[src/rtl/gated_updown_counter.sv]
// gated_updown_counter
//   Parametrised modulo up/down counter with synchronous load, a one-cycle
//   terminal-count (wrap) pulse and idle-driven clock gating of the count
//   register. The counter's outputs are cycle-identical with or without the
//   clock gate compiled in.
//
// Build option:
//   CNT_CLK_GATE_EN  defined   -> count register clocked through a latch-based
//                                 integrated clock gate (gclk = clk & latched_en)
//                    undefined -> count register on clk with a synchronous hold
//
// Parameters:
//   WIDTH        counter width in bits (>= 2)
//   MODULUS      count range 0..MODULUS-1, 2 <= MODULUS <= 2**WIDTH
//   IDLE_CYCLES  consecutive idle cycles before the count clock is gated (>= 1)
//
// Ports:
//   clk        in   clock
//   rst_n      in   asynchronous active-low reset
//   en         in   count enable
//   dir        in   1 = count up, 0 = count down
//   load       in   synchronous load, has priority over en
//   load_val   in   load value (clamped to MODULUS-1)
//   count_out  out  current count
//   tc         out  wrap pulse, high with the first wrapped value
//   gated      out  1 while the count register clock is gated
module gated_updown_counter #(
    parameter int WIDTH       = 8,
    parameter int MODULUS     = 256,
    parameter int IDLE_CYCLES = 4
) (
    input  logic             clk,
    input  logic             rst_n,
    input  logic             en,
    input  logic             dir,
    input  logic             load,
    input  logic [WIDTH-1:0] load_val,
    output logic [WIDTH-1:0] count_out,
    output logic             tc,
    output logic             gated
);

    localparam int IDLE_W = (IDLE_CYCLES > 1) ? $clog2(IDLE_CYCLES) : 1;

    // MODULUS may equal 2**WIDTH, so the wrap compare needs one extra bit.
    localparam logic [WIDTH:0]    MOD_VAL   = (WIDTH+1)'(MODULUS);
    localparam logic [WIDTH:0]    MOD_MAX_W = (WIDTH+1)'(MODULUS - 1);
    localparam logic [WIDTH-1:0]  MOD_MAX   = WIDTH'(MODULUS - 1);
    localparam logic [WIDTH:0]    ONE_W     = (WIDTH+1)'(1);
    localparam logic [WIDTH-1:0]  ONE       = WIDTH'(1);
    localparam logic [IDLE_W-1:0] IDLE_LAST = IDLE_W'(IDLE_CYCLES - 1);
    localparam logic [IDLE_W-1:0] IDLE_ONE  = IDLE_W'(1);

    localparam logic [0:0] ST_ACTIVE = 1'b0;
    localparam logic [0:0] ST_GATED  = 1'b1;

    logic [WIDTH-1:0]  count_reg;
    logic [WIDTH-1:0]  count_next;
    logic [WIDTH:0]    count_inc;
    logic              wrap_next;
    logic              tc_reg;
    logic [0:0]        state_reg;
    logic [IDLE_W-1:0] idle_reg;
    logic              activity;
    logic              cnt_en;

    assign activity  = load | en;
    // Combinational wake: a request seen while gated opens the clock on the
    // very edge that samples it, so no operation is lost.
    assign cnt_en    = (state_reg == ST_ACTIVE) | activity;
    assign count_inc = {1'b0, count_reg} + ONE_W;

    always_comb begin
        count_next = count_reg;
        wrap_next  = 1'b0;
        if (load) begin
            count_next = ({1'b0, load_val} > MOD_MAX_W) ? MOD_MAX : load_val;
        end else if (en) begin
            if (dir) begin
                if (count_inc == MOD_VAL) begin
                    count_next = '0;
                    wrap_next  = 1'b1;
                end else begin
                    count_next = count_inc[WIDTH-1:0];
                end
            end else begin
                if (count_reg == '0) begin
                    count_next = MOD_MAX;
                    wrap_next  = 1'b1;
                end else begin
                    count_next = count_reg - ONE;
                end
            end
        end
    end

`ifdef CNT_CLK_GATE_EN
    // Enable latch is transparent while clk is low, so the enable is stable
    // for the whole high phase and gclk cannot glitch.
    logic en_latch;
    logic gclk;

    always_latch begin
        if (!clk) begin
            en_latch <= cnt_en;
        end
    end

    assign gclk = clk & en_latch;

    always_ff @(posedge gclk or negedge rst_n) begin
        if (!rst_n) begin
            count_reg <= '0;
        end else begin
            count_reg <= count_next;
        end
    end
`else
    always_ff @(posedge clk or negedge rst_n) begin
        if (!rst_n) begin
            count_reg <= '0;
        end else if (cnt_en) begin
            count_reg <= count_next;
        end
    end
`endif

    // Wrap pulse runs on the free clock; a wrap implies en, so the count
    // register is always enabled on the same edge.
    always_ff @(posedge clk or negedge rst_n) begin
        if (!rst_n) begin
            tc_reg <= 1'b0;
        end else begin
            tc_reg <= wrap_next;
        end
    end

    // Idle detector: IDLE_CYCLES consecutive idle edges move to GATED.
    always_ff @(posedge clk or negedge rst_n) begin
        if (!rst_n) begin
            state_reg <= ST_ACTIVE;
            idle_reg  <= '0;
        end else begin
            case (state_reg)
                ST_ACTIVE: begin
                    if (activity) begin
                        idle_reg <= '0;
                    end else if (idle_reg == IDLE_LAST) begin
                        state_reg <= ST_GATED;
                        idle_reg  <= '0;
                    end else begin
                        idle_reg <= idle_reg + IDLE_ONE;
                    end
                end
                default: begin
                    if (activity) begin
                        state_reg <= ST_ACTIVE;
                    end
                end
            endcase
        end
    end

    assign count_out = count_reg;
    assign tc        = tc_reg;
    assign gated     = (state_reg == ST_GATED);

endmodule

[config.mk]
export PLATFORM = sky130hd
export DESIGN_NAME = gated_updown_counter
export DESIGN_NICKNAME = d
export VERILOG_FILES = /design/src/rtl/gated_updown_counter.sv
export SDC_FILE = /design/constraint.sdc
export NUM_CORES = 1
export LEC_CHECK = 0
export BUFFER_PORTS_ARGS = -buffer_cell sky130_fd_sc_hd__buf_4
export CELL_PAD_IN_SITES_DETAIL_PLACEMENT = 0
export CELL_PAD_IN_SITES_GLOBAL_PLACEMENT = 1
export CORE_MARGIN = 5
export CORE_UTILIZATION = 42
export CTS_CLUSTER_DIAMETER = 40
export DETAILED_ROUTE_END_ITERATION = 10
export PLACE_DENSITY = 0.81
export REMOVE_ABC_BUFFERS = 1
export SLEW_MARGIN = 25
export SYNTH_ARGS = -nofsm -noshare
export SYNTH_HDL_FRONTEND = slang
export SYNTH_SLANG_ARGS = --single-unit
export TNS_END_PERCENT = 5
[constraint.sdc]
create_clock -name clk -period 4.6 [get_ports clk]
set_clock_uncertainty 0.2 [all_clocks]
set_input_delay 0.23 -clock clk [delete_from_list [all_inputs] [get_ports clk]]
set_output_delay 0.23 -clock clk [all_outputs]
set_load 0.01 [all_outputs]
==> results of run 1 <==
-- through the flow --
step                      cells  hold WS, ns
after floorplan             105       -0.266
after detailed placement    155       -0.115
after global routing        165       0.0132
final                       165    -0.000770
after global placement      155       -0.117
after CTS                   165      0.00540
-- cells in the mapped netlist, drive strengths merged, types with 2 or more instances --
cell type,n
and3,3
nand3b,2
nand3,4
nor3,3
xor2,4
nor4b,2
buf,3
nor4,2
dfrtp,12
o21ai,8
a31oi,3
or4,2
mux2i,3
a21oi,6
ha,5
a211o,2
clkbuf,6
nand2,8
o31ai,2
o21a,2
nor2,7
inv,5
nor3b,5
-- power by group --
group          switching, W  total (W)  internal [W]
Combinational     0.0000444  0.0000927     0.0000483
Sequential        0.0000245   0.000139      0.000114
Clock             0.0000406  0.0000888     0.0000482
Total              0.000110   0.000320      0.000211
-- how the worst min path moves through the flow --
stage / startpoint / endpoint / slack, ns / depth (start not counted)
after global placement: rst_n / count_out[2] / -0.12 / 1
after floorplan: rst_n / count_out[0] / -0.27 / 0
after global routing: load_val[7] / count_out[7] / 0.01 / 3
after detailed placement: rst_n / gated / -0.12 / 1
final: load_val[5] / count_out[5] / -0.0008 / 3
after CTS: load_val[5] / count_out[5] / 0.005 / 3
-- critical path: cells and delay by family, from the launching register on --
kind / cells / cell delay (ns)
and+or+nand+nor: 2 / 0.57
buffers and inverters: 1 / 0.15
DFF: 1 / 0.49
adders and majority gates: 1 / 0.19
AOI/OAI and AO/OA: 2 / 0.44
-- final cells by class --
cell class	instances	area [sq um]	share of cell area (%)
timing repair buffer	28	225	18.3
tap	28	35.0	2.84
clock buffer	4	36.3	2.94
sequential	12	300	24.4
inverter	5	18.8	1.52
multi-input combinational	88	617	50.1
-- metal layers --
metal / vias up / global-route usage [%] / routed length (um)
met3: 8 / 3.07 / 156
met1: 476 / 20.8 / 1090
met5: - / 0 / 0
met4: 0 / 6.95 / 65
met2: 44 / 27.0 / 1290
li1: 468 / - / -
-- logic make-up after synthesis --
family | count (synthesis)
buf+inv | 14
mux | 3
simple gates | 44
xor+xnor | 5
fa+ha+maj | 5
flops | 12
compound gates | 31
==> impl_metrics.toml, run 1 <==
[worst_setup_path]
worstPathCellList = "inv_1, ha_1, or4b_4, o21ai_1, nor4bb_1, a221oi_1"
crit_type = "flip-flop to flip-flop"
worstPathRequired_ns = 4.58
crit_path_top_delay_cell = "dfrtp_1"
startpoint = "count_out[0]"
worst_r2r_path_depth = 6
cp-start-kind = "flip-flop"
endpoint = "count_out[3]"
r2r_start = "count_out[0]"
crit_fanout = 10
worstPathArrival_ns = 2.12
worst_r2r_endpoint = "count_out[3]"
slowest_delay_ns = 0.49
cp-end-kind = "flip-flop"
r2r_setup_slack_ns = 2.46

[sta]
fmax_mhz = 467
setup_viol = 0
hold_ws_ns = -0.000770
worstMarginPinSlew_ns = 0.579
finalHoldViolations = 1
rsz0062_at_grt = "no"
relSlewSlack_pct = 61.1
drv_slew = 0
fin_crit_ns = 2.14
tns_ns = 0
timing.final.crit_share_pct = 46.6
layout_setup_ws_ns = 2.46

[clocking]
tritoncts_num_sinks = 12
htree_levels = 1
root_buffer = "clkbuf_4"
cts_buffers = 3
clockBufferDepth = 2
postCtsHoldBufs = 6
path_clk_slew_ns = 0.09
cts_resized = 0
insertion_delay_ns = 0.28
cts_setup_buffers = 0
tritoncts = "yes"

[routing]
routed-via-count = 996
wl_per_cell_um = 15.8
ant_nets = 0
first_pass_iters = 4
wl_mm = 2.60
drc = 0
drt_iter0_drc = 43
vias_per_cell = 6.04

[worst_hold_path]
min_path_type = "input pin to flip-flop"

[layout]
final_common_cell = "buf_4"
fin_util_pct = 55.2
fin_area_sq_um = 1230
drive_gt1_share_pct = 23.4
area_delta_synth_final_pct = 25.0
largest_reg_flops = 8
antennaDiodeCount = 0
layout_common_cells = "buf_4, dfrtp_1, nand2_1"
nets = 156
nFillCells = 209

[synthesis]
synth_cells = 114
yosysSeqAreaShare_pct = 30.5
synthTopCellsByArea = "dfrtp_1, ha_1, nor3b_1, xor2_1, a21oi_1"
synthSimpleGateAreaFrac_pct = 27.8
synth_compound_area_share_pct = 20.9
yosysTopAreaCellShare_pct = 30.5
ys.warnings.count = 0
synth_top_family_by_area = "simple AND/OR/NAND/NOR gates"
synth_flop_cell = "dfrtp_1"
synth_edf_count = 0
synth-seq-cells = 12
synth_fa_ha_area_share_pct = 6.35
avgSynthCellArea_sq_um = 8.65
synth.distinct_cells = 43
synth_area_sq_um = 986
synth.area.mux_share_pct = 3.05
postSynth.asyncResetShare_pct = 100
yosys.area.top_type = "dfrtp_1"
synth_xor_area_share_pct = 4.44

[floorplanning]
rows = 17
core_area_sq_um = 2230
dieArea_sq_um = 3420
ios = 23
dieWidth_um = 58.5
die_h_um = 58.5
start_util_pct = 44.1

[global_routing]
grt_usage_pct = 16.4
antenna_found_initial = 0
grt_pass1_vias = 943
grt_overflow = 0
grt_pass1_wl_mm = 4.37
grt_max_degree = 27

[status]
violations = "negative hold slack"
outcome = "finished, violations left"

[placed_design]
gp_congestion = 0.841
dp_hpwl_mm = 1.80
place_worst_setup_slack_ns = 2.50
io_buffers = 22
place_area_sq_um = 1140

[power_and_ir_drop]
power.total_w = 0.000320
irDropWorstVdd_mv = 0.141
power_density_nw_per_um2 = 260
leakage_nw = 0.541

[run]
cap_violations = 0
Note: power is estimated with default switching activity, not from simulation.
==> inputs of run 2 (changes only) <==
CORE_UTILIZATION = 35   (was 42)
PLACE_DENSITY = 0.72   (was 0.81)
clock period = 1.86 ns   (was 4.6 ns; I/O delays follow)
==> run 2 against run 1 <==
- the run now ends clean
- sequential share of layout area fell by 3.8 points
- cell count up 15%
- hold slack improved by 0.011 ns
- fmax grew 16%
- cell area up 18%
- sequential power grew 120%
- clock power is 150% higher
- combinational power rose to 3.7 times the previous value
- critical path depth did not move
- utilization down 1.9 points
- sequential cell count unchanged
- die area is 16% higher
==> impl_metrics.toml, run 2 (synthesized netlist as in run 1, its figures left out) <==
[clocking]
htree_levels = 1
tritoncts_num_sinks = 12
root_buffer = "clkbuf_4"
clockBufferDepth = 2
insertion_delay_ns = 0.28
cts_buffers = 3
tritoncts = "yes"
path_clk_slew_ns = 0.09

[layout]
final_common_cell = "buf_4"
nFillCells = 260
fin_cells = 189
drive_gt1_share_pct = 34.2
layout_common_cells = "buf_4, dlygate4sd3_1, dfrtp_1"
antennaDiodeCount = 0
area_delta_synth_final_pct = 47.8
nets = 177
multi_input_area_sq_um = 661
ff_latch_area_sq_um = 300
largest_reg_flops = 8

[power_and_ir_drop]
power_density_nw_per_um2 = 600
irDropWorstVdd_mv = 0.406
leakage_nw = 0.640

[floorplanning]
start_util_pct = 36.1
core_area_sq_um = 2730
ios = 23
dieArea_sq_um = 3980
die_h_um = 63.1
rows = 19
dieWidth_um = 63.1

[routing]
routed-wl-met2_mm = 1.36
highest_layer = "met4"
ant_nets = 0
first_pass_iters = 4
wl_met1_mm = 1.32
vias_per_cell = 5.43
wl_mm = 2.82
drc = 0
wl_met3_um = 117
wl_per_cell_um = 14.9
routed-via-count = 1027
drt_iter0_drc = 32

[sta]
drv_slew = 0
fmax_mhz = 543
rsz0062_at_grt = "yes"
worstMarginPinSlew_ns = 0.592
setup_viol = 0
timing.final.crit_share_pct = 99.1
hold_ws_ns = 0.0106
relSlewSlack_pct = 60.4
finalHoldViolations = 0
fin_crit_ns = 1.84

[worst_setup_path]
crit_fanout = 3
worstPathRequired_ns = 1.85
worst_r2r_endpoint = "count_out[3]"
endpoint = "count_out[3]"
crit_type = "flip-flop to flip-flop"
worstPathCellList = "inv_2, ha_4, or4b_4, nor2_2, o21ai_1, a221oi_1"
r2r_setup_slack_ns = 0.02
slowest_delay_ns = 0.50
worstPathArrival_ns = 1.83
startpoint = "count_out[1]"
cp-end-kind = "flip-flop"
cp-start-kind = "flip-flop"
worst_r2r_path_depth = 6
crit_path_top_delay_cell = "or4b_4"
r2r_start = "count_out[1]"

[global_routing]
grt_overflow = 0
grt_max_degree = 27
grt_usage_pct = 15.0
antenna_found_initial = 0
grt_pass1_vias = 1055
grt_pass1_wl_mm = 4.88

[run]
cap_violations = 0

[status]
outcome = "completed"

[worst_hold_path]
min_path_type = "input pin to flip-flop"

[placed_design]
dp_hpwl_mm = 1.94
gp_congestion = 0.809
io_buffers = 22
dpl.cell_count = 170
run 2: cell count changes in the layout (fill, tap and decap cells not counted), sizes merged:
| cell | previous run | this run |
|---|---|---|
| buf | 22 | 35 |
| dlygate4sd3 | 6 | 14 |
run 2: timing repair:
item / CTS / global route
gates resized for setup: 1 / 13
setup buffers: 0 / 1
hold buffers: 14 / 0
endpoints found under the setup margin: 1 / 6
pin swaps: 1 / 7
hold endpoints to repair: 21 / 0
run 2: per-layer routing:
metal	global-route usage, %	vias up
met4	5.84	0
met1	19.8	494
met2	23.7	19
li1	-	512
met5	0	-
met3	3.20	2
run 2: cell type report:
class | count | area share [%]
Timing Repair Buffer | 49 | 27.6
Multi-Input combinational cell | 88 | 45.3
Tap cell | 31 | 2.66
Sequential cell | 12 | 20.6
Clock buffer | 4 | 2.49
Inverter | 5 | 1.29
run 2: worst max-delay path, delay by kind of cell (launching register included):
family                     cells  cell delay [ns]
DFF                            1             0.40
and+or+nand+nor                2             0.63
buffers and inverters          1             0.08
adders and majority gates      1             0.13
AOI/OAI and AO/OA              2             0.31
run 2: worst min path at each step:
stage / cells after the start / slack (ns) / from / end
floorplan: 0 / -0.40 / rst_n / count_out[0]
global placement: 1 / -0.25 / rst_n / idle_reg[0]
detailed placement: 1 / -0.25 / rst_n / idle_reg[1]
CTS: 3 / 0.009 / dir / count_out[7]
global route: 3 / 0.04 / dir / count_out[7]
finish: 3 / 0.01 / dir / count_out[7]
run 2: power breakdown:
part	switching (W)	leakage, nW	internal (W)
clock network	0.000102	0.0210	0.000119
logic	0.000167	0.469	0.000178
registers	0.0000251	0.150	0.000283
run 2: stage by stage:
stage	area, sq um	setup WS, ns	power [W]	setup TNS [ns]	utilization, %
detailed placement	1230	0.00291	0.000613	0	45.0
global placement	1230	0.0636	0.000610	0	45.0
CTS	1410	0.0171	0.000860	0	51.6
global route	1460	-0.0774	0.000935	-0.235	53.3
finish	1460	0.0173	0.000875	0	53.3
floorplan	936	-0.0745	0.000457	-0.147	-
